--- src/rtl/req_encoder83_pkg.sv ---
// Shared constants and helpers for the 8-to-3 request encoder.
// Priority runs from the top bit down, matching the 3-8 decoder it pairs with.
package req_encoder83_pkg;

  localparam int N_REQ = 8;
  localparam int IDX_W = 3;

  function automatic logic [IDX_W-1:0] prio_idx(input logic [N_REQ-1:0] vec);
    logic [IDX_W-1:0] idx;
    idx = {IDX_W{1'b0}};
    // Ascending scan, so the last (highest) set bit wins.
    for (int i = 0; i < N_REQ; i++) begin
      if (vec[i]) begin
        idx = IDX_W'(i);
      end
    end
    return idx;
  endfunction

  function automatic logic [N_REQ-1:0] onehot(input logic [IDX_W-1:0] idx);
    return {{(N_REQ-1){1'b0}}, 1'b1} << idx;
  endfunction

endpackage

--- src/rtl/req_encoder83_if.sv ---
// Event-stream handshake: the encoder drives index/valid, the consumer drives ready.
interface req_encoder83_if;
  import req_encoder83_pkg::*;

  logic [IDX_W-1:0] out_idx;
  logic             out_valid;
  logic             out_ready;

  modport master (output out_idx, output out_valid, input out_ready);
  modport slave  (input out_idx, input out_valid, output out_ready);

endinterface

--- src/rtl/req_encoder83_sync_edge_det.sv ---
// Vector 2-flop synchronizer plus delay flop; flags a rising edge for one cycle.
module sync_edge_det #(
  parameter int N = 8
) (
  input  logic         clk,
  input  logic         reset_n,
  input  logic [N-1:0] din,
  output logic [N-1:0] edge_det
);

  logic [N-1:0] s1_r;
  logic [N-1:0] s2_r;
  logic [N-1:0] prv_r;

  // Synchronizer chain and previous-value flop.
  always_ff @(posedge clk or negedge reset_n) begin
    if (!reset_n) begin
      s1_r  <= {N{1'b0}};
      s2_r  <= {N{1'b0}};
      prv_r <= {N{1'b0}};
    end else begin
      s1_r  <= din;
      s2_r  <= s1_r;
      prv_r <= s2_r;
    end
  end

  assign edge_det = s2_r & ~prv_r;

endmodule

--- src/rtl/req_encoder83.sv ---
// Sequential 8-to-3 priority encoder: rising request edges become a stream of
// 3-bit indices over a valid/ready handshake, with pending and overflow status.
module req_encoder83
  import req_encoder83_pkg::*;
(
  input  logic                 clk,
  input  logic                 reset_n,
  input  logic [N_REQ-1:0]     req,
  input  logic                 clear,
  req_encoder83_if.master      evt,
  output logic [N_REQ-1:0]     pending,
  output logic                 ovf
);

  logic [N_REQ-1:0] edge_s;
  logic [N_REQ-1:0] ack_mask_s;
  logic [N_REQ-1:0] pending_next_s;
  logic             ovf_next_s;
  logic             hold_s;

  logic [N_REQ-1:0] pending_r;
  logic             ovf_r;
  logic [IDX_W-1:0] out_idx_r;
  logic             out_valid_r;

  sync_edge_det #(.N(N_REQ)) u_sync (
    .clk      (clk),
    .reset_n  (reset_n),
    .din      (req),
    .edge_det (edge_s)
  );

  // Next pending bitmap: acknowledge first, then merge new edges so a set wins.
  always_comb begin
    ack_mask_s = {N_REQ{1'b0}};
    if (out_valid_r && evt.out_ready) begin
      ack_mask_s = onehot(out_idx_r);
    end else begin
      ack_mask_s = {N_REQ{1'b0}};
    end
    pending_next_s = (pending_r & ~ack_mask_s) | edge_s;
    ovf_next_s     = ovf_r | (|(edge_s & pending_r & ~ack_mask_s));
    hold_s         = out_valid_r && !evt.out_ready;
  end

  // Pending, overflow and output registers; a stalled output is never preempted.
  always_ff @(posedge clk or negedge reset_n) begin
    if (!reset_n) begin
      pending_r   <= {N_REQ{1'b0}};
      ovf_r       <= 1'b0;
      out_idx_r   <= {IDX_W{1'b0}};
      out_valid_r <= 1'b0;
    end else if (clear) begin
      pending_r   <= {N_REQ{1'b0}};
      ovf_r       <= 1'b0;
      out_idx_r   <= {IDX_W{1'b0}};
      out_valid_r <= 1'b0;
    end else begin
      pending_r <= pending_next_s;
      ovf_r     <= ovf_next_s;
      if (!hold_s) begin
        out_valid_r <= |pending_next_s;
        out_idx_r   <= prio_idx(pending_next_s);
      end else begin
        out_valid_r <= out_valid_r;
        out_idx_r   <= out_idx_r;
      end
    end
  end

  assign evt.out_idx   = out_idx_r;
  assign evt.out_valid = out_valid_r;
  assign pending       = pending_r;
  assign ovf           = ovf_r;

endmodule

--- src/flat_wrapper.sv ---
// flat-port wrapper written by rule: the top's interface ports become plain ports
module req_encoder83_flat import req_encoder83_pkg::*;
  (clk, reset_n, req, clear, pending, ovf, evt_out_idx, evt_out_valid, evt_out_ready);
  req_encoder83_if evt_i ();
  input  logic clk;
  input  logic reset_n;
  input  logic [N_REQ-1:0] req;
  input  logic clear;
  output logic [N_REQ-1:0] pending;
  output logic ovf;
  output wire logic [$bits(evt_i.out_idx)-1:0] evt_out_idx;
  output wire logic [$bits(evt_i.out_valid)-1:0] evt_out_valid;
  input wire logic [$bits(evt_i.out_ready)-1:0] evt_out_ready;
  assign evt_out_idx = evt_i.out_idx;
  assign evt_out_valid = evt_i.out_valid;
  assign evt_i.out_ready = evt_out_ready;
  req_encoder83 u_core (.clk(clk), .reset_n(reset_n), .req(req), .clear(clear), .evt(evt_i), .pending(pending), .ovf(ovf));
endmodule
--- config.mk ---
export PLATFORM = sky130hd
export DESIGN_NAME = req_encoder83_flat
export DESIGN_NICKNAME = d
export VERILOG_FILES = /design/src/rtl/req_encoder83_pkg.sv /design/src/rtl/req_encoder83_if.sv /design/src/rtl/req_encoder83_sync_edge_det.sv /design/src/rtl/req_encoder83.sv /design/src/flat_wrapper.sv
export SDC_FILE = /design/constraint.sdc
export NUM_CORES = 1
export LEC_CHECK = 0
export CAP_MARGIN = 40
export CORE_ASPECT_RATIO = 0.9
export CORE_MARGIN = 2
export CORE_UTILIZATION = 45
export DETAILED_ROUTE_END_ITERATION = 8
export PLACE_DENSITY = 0.73
export SLEW_MARGIN = 15
export SYNTH_ARGS = -nofsm -noshare
export SYNTH_HDL_FRONTEND = slang
export SYNTH_SLANG_ARGS = --single-unit
export TNS_END_PERCENT = 20
--- constraint.sdc ---
create_clock -name clk -period 1.39 [get_ports clk]
set_input_delay 0.139 -clock clk [delete_from_list [all_inputs] [get_ports clk]]
set_output_delay 0.139 -clock clk [all_outputs]
set_load 0.03 [all_outputs]
== Word-level counts from Yosys, hierarchy flattened ==
Cells that the tools add are included.

* Flip-flop bits (word level): 37
* Bits of input ports: 12
* Output and inout bits: 13
* Word-level logic and storage cells: 36

* Eq/ne operators: 1
* Shift-type cells: 1
* Mux-type cells: 14
* Bitwise operators: 8
* Reduce and logical (&&, ||, !) cells: 5

{| class="wikitable"
|+ Operator list
! operator !! number
|-
| bitwise AND 8 bit || 4
|-
| two-way mux 3 bit || 6
|-
| two-way mux 8 bit || 2
|-
| NOT 8 bit || 2
|-
| OR reduction 8 bit || 2
|-
| bitwise OR 8 bit || 1
|-
| left shift 1 x 3 -> 8 bit, first input constant || 1
|-
| two-way mux 1 bit || 4
|-
| two-way mux 2 bit || 2
|-
| logical AND 1 bit || 2
|-
| inequality test 2 bit, second input constant || 1
|-
| logical NOT 1 bit || 1
|-
| bitwise OR 1 bit || 1
|}

== Depth between registers and ports, before layout ==
* Word-level depth: 14
* Depth in mapped cells: 5
* Depth with buffers taken out: 5

== By module ==
Synthesis repeated with hierarchy kept, for this count alone.

* Cells, all modules: 105
* Area total of the unflattened synthesis: 1431.4 µm²

{| class="wikitable"
|+ Modules (own cells, without submodules)
! module !! instances !! cells an instance !! area an instance (µm²) !! seq. area each (µm²)
|-
| req_encoder83 || 1 || 73 || 720.7 || 325.3
|-
| sync_edge_det || 1 || 32 || 710.7 || 600.6
|}

== Worst setup path after synthesis ==
Ideal clock, no wire load.

* Path type: flip-flop to flip-flop
* Start point: register u_core.out_idx_r[0] (netlist: u_core.evt.out_idx[0])
* End point: register u_core.out_valid_r (netlist: u_core.evt.out_valid)
* Library setup time: 0.137 ns
* Arrival: 1.515 ns
* Required time: 1.253 ns
* Path slack: -0.262 ns
* Stages on the path, launching flop included: 6
* Path buffers: 0
* Clock period less this slack: 1.652 ns
* Path through: dfrtp_1 nand3b_4 or2_1 a21o_1 nor4_4 a31oi_1

* Cells in the longest elaborated chain, start to end: 8

{| class="wikitable"
|+ Ends and longest elaborated chain
! what !! line !! source
|-
| start, declared || req_encoder83.sv:23 || <nowiki>logic [IDX_W-1:0] out_idx_r;</nowiki>
|-
| start signal, assigned || req_encoder83.sv:51 || <nowiki>out_idx_r <= {IDX_W{1'b0}};</nowiki>
|-
| start signal, assigned || req_encoder83.sv:56 || <nowiki>out_idx_r <= {IDX_W{1'b0}};</nowiki>
|-
| start signal, assigned || req_encoder83.sv:63 || <nowiki>out_idx_r <= prio_idx(pending_next_s);</nowiki>
|-
| left shift 1 x 3 -> 8 bit || req_encoder83_pkg.sv:21 || <nowiki>return {{(N_REQ-1){1'b0}}, 1'b1} << idx;</nowiki>
|-
| two-way mux 8 bit || req_encoder83.sv:36 || <nowiki>if (out_valid_r && evt.out_ready) begin</nowiki>
|-
| NOT 8 bit || req_encoder83.sv:41 || <nowiki>pending_next_s = (pending_r & ~ack_mask_s) | edge_s;</nowiki>
|-
| bitwise AND 8 bit || req_encoder83.sv:41 ||
|-
| bitwise OR 8 bit || req_encoder83.sv:41 ||
|-
| OR reduction 8 bit || req_encoder83.sv:62 || <nowiki>out_valid_r <= |pending_next_s;</nowiki>
|-
| two-way mux 1 bit || req_encoder83.sv:61 || <nowiki>if (!hold_s) begin</nowiki>
|-
| two-way mux 1 bit || req_encoder83.sv:53 || <nowiki>end else if (clear) begin</nowiki>
|-
| end signal, assigned || req_encoder83.sv:62 ||
|-
| end signal, assigned || req_encoder83.sv:65 || <nowiki>out_valid_r <= out_valid_r;</nowiki>
|-
| end, declared || req_encoder83.sv:24 || <nowiki>logic out_valid_r;</nowiki>
|}

No other way between the ends. The select of a mux whose other input is x is not followed.
A chain may end at the register's enable or synchronous reset.

== Worst setup path in the final report ==
Same ends and word-level chain as after synthesis.

==> summary.md <==
| Metric | Value |
|---|---|
| Residual DRC | `0` |
| WP data required | `1.61 ns` |
| Routed Antenna Nets | `0` |
| Final Instance Area | `0.00191 mm²` |
| Per-cell routed wire length | `14.3 µm` |
| Power Total | `about 2.2 mW` |
| Synth Warn # | `0` |
| Yosys reg bits | `37` |
| CTS tree | `yes` |
| Cell Area, Placed | `around 0.0018 mm²` |
| Setup violations, final | `7` |
| VDD IR max | `0.000664 V` |
| Setup crit start | `u_core.evt.out_idx[0]` |
| Max Slew Vio Count | `0` |
| Antenna cells | `0` |
| Tightest Pin Transition | `0.410 ns` |
| Pin count of the biggest net entering global routing | `38` |
| Non-Filler Instances | `189` |
| Max H-tree Level | `2` |
| Vias in the first global route | `982` |
| Utilization after layout | `68.3%` |
| Crit start category | `flop` |
| P&R area growth vs syn | `42.0%` |
| Sequential share of the synthesized area | `68.9%` |
| Crit end category | `flop` |
| Clock skew | `0.00859 ns` |
| Synth Area per Inst | `around 13 µm²` |
| Fmax | `624 MHz` |
| Final WS setup | `-0.211 ns` |
| Reg clk slew, reported paths | `about 0.1 ns` |
| Cell area power density | `1140 mW/mm²` |
| Leading area contributor after synthesis | `dfrtp_1` |
| Post-synth top area share | `a little under 70%` |
| Slew HR | `72.6%` |
| Leak Pwr | `0.849 nW` |
| Largest cells by area after synthesis | `dfrtp_1, nand2b_1, a21oi_1` |
| Final HPWL DP | `around 1800 µm` |
| Core area | `0.00279 mm²` |
| Final net count | `around 160` |
| Root buffer cell | `clkbuf_4` |
| Status | `complete, but fails checks` |
| Placed Cells | `180` |
| Violated checks | `negative setup slack` |
| Vias/cell | `roughly 5.2` |
| PortBufs | `24` |
| Share of layout cells above drive strength 1 | `32.2%` |
| Reg2Reg Setup Slack | `-0.21 ns` |
| First-pass DRT Iterations | `4` |
| Synth Net Count | `between 100 and 150` |
| Vias | `slightly below 1k` |
| Critical path class | `flop to flop` |
| Arr. time, crit path | `1.82 ns` |
| CTS buffer count | `5` |
| Footprint of the multi-input gates | `503 µm²` |
| Worst Reg-to-Reg Cells | `5` |
| Unrepaired setup endpoints after global routing | `yes` |
| Tcrit/Tclk final | `115%` |
| Tmin final | `1.60 ns` |
| GRT Util Overall | `17.6%` |
| Die area | `~0.0034 mm²` |
| First-pass GRT wire length | `4370 µm` |
| Clk Latency, worst-skew pair | `around 0.33 ns` |
| Congestion Overflow GR | `0` |
| Ports | `25` |
| Synth cell types | `31` |
| CP max FO | `6` |
| Max-cap viol count | `0` |
| Endpoints failing hold | `0` |
| Die height | `55.8 µm` |
| Clock Path Buffers | `2` |
| GPL Wtd Cong | `0.908` |
| Syn Std Cell Area | `0.00134 mm²` |
| FILL cells | `around 230` |
| Reg area | `931 µm²` |
| Die W | `61.6 µm` |
| # rows | `18` |
| Starting Density | `48.1%` |
| Worst hold path type | `input port to asynchronous set/reset pin` |
| Drt initial violations | `32` |
| CTS Sinks | `37` |
| Critical R2R Launch | `u_core.evt.out_idx[0]` |
| Final WL | `2700 µm` |
| Post-Syn Instances | `102` |
| Initial antenna violation count | `0` |
## logic make-up (layout without fill, tap and decap cells)
kind of cell           count (synthesis)  after routing  share of synthesized area [%]
and+or+nand+nor                       35             35                           16.4
DFF                                   37             37                           68.9
AOI/OAI and AO/OA                     27             27                           13.9
buffers and inverters                  3             50                          0.838
## report_power, final
| group | internal, mW | switching (mW) |
|---|---|---|
| registers | 1.14 | 0.0589 |
| clock network | 0.239 | 0.320 |
| logic | 0.187 | 0.219 |
## per-layer routing
metal  share of wire [%]  wire length (µm)  GRT usage, %  vias up
li1                    -                 -             -      460
met1                  43              1170          23.3      482
met2                  48              1310          23.8       27
met3                 4.5               121          5.35       14
met4                 4.0               108          12.8        0
met5                   0                 0             0        -
## final cells by class
type	count	area share (%)
repair buffers	41	19.0
well taps	40	2.62
multi-input cells	62	26.4
flip-flops and latches	37	48.8
clock buffers	7	2.89
inverters	2	0.393
## state kept, by name, summed over array words and instances, names as in the netlist
| register | flops |
|---|---|
| u_core.pending | 8 |
| u_core.u_sync.prv_r | 8 |
| u_core.u_sync.s1_r | 8 |
| u_core.u_sync.s2_r | 8 |
| u_core.evt.out_idx | 3 |
| u_core.evt.out_valid | 1 |
| u_core.ovf | 1 |
## cells in the final DEF (no fill, tap or decap), drive strengths merged
cell type / n
a221oi: 2
a311oi: 1
nand2b: 8
o21a: 1
nor4: 2
inv: 2
clkdlybuf4s15: 2
nand3: 1
buf: 17
and4b: 1
nand4: 2
dlygate4sd2: 9
o221ai: 1
dfrtp: 37
o311ai: 1
a21oi: 7
o21ai: 6
and2: 2
o22ai: 2
a21o: 1
nor2b: 2
or3: 1
nor2: 7
nand3b: 1
nand2: 7
a31oi: 2
clkdlybuf4s50: 11
o31ai: 3
clkbuf: 9
or2: 1
## cells in the mapped netlist (all sizes together)
cell / n
nand3: 1
nand3b: 1
o31ai: 3
and4b: 1
inv: 2
a31oi: 2
a21o: 1
o21a: 1
clkbuf: 1
dfrtp: 37
nor4: 2
nand2: 7
o221ai: 1
or2: 1
o311ai: 1
nand4: 2
a311oi: 1
or3: 1
o21ai: 6
and2: 2
a21oi: 7
a221oi: 2
nand2b: 8
nor2: 7
nor2b: 2
o22ai: 2
## timing repair
| item | 4_1_cts | 5_1_grt |
|---|---|---|
| setup buffers | 1 | 1 |
| gates resized for setup | 23 | 11 |
| hold buffers | 0 | 0 |
| pin swaps | 3 | 1 |
| endpoints found under the setup margin | 18 | 11 |
## metrics by stage
stage	setup slack [ns]	hold slack, ns	setup TNS (ns)
2_1_floorplan	-0.130	-0.157	-0.552
3_3_place_gp	-0.449	0.332	-2.35
3_5_place_dp	-0.450	0.335	-2.66
4_1_cts	-0.166	0.173	-0.732
5_1_grt	-0.273	0.163	-1.27
6_report	-0.211	0.165	-0.791
## final timing paths
path / endpoint
setup / recovery: u_core.evt.out_valid
hold / removal: u_core.pending[0]
setup reg to reg: u_core.evt.out_valid
hold reg to reg: u_core.u_sync.s2_r[0]
max in group asynchronous: u_core.evt.out_idx[2]
min in group clk: u_core.u_sync.s1_r[2]
## critical path, cell delays in order (launching register included)
cell      delay, ns
dfrtp_2        0.45
nand3b_4       0.20
or3_4          0.36
a21oi_4        0.16
and4b_1        0.23
a31oi_1        0.09
Power figures use the tool's default switching activity.
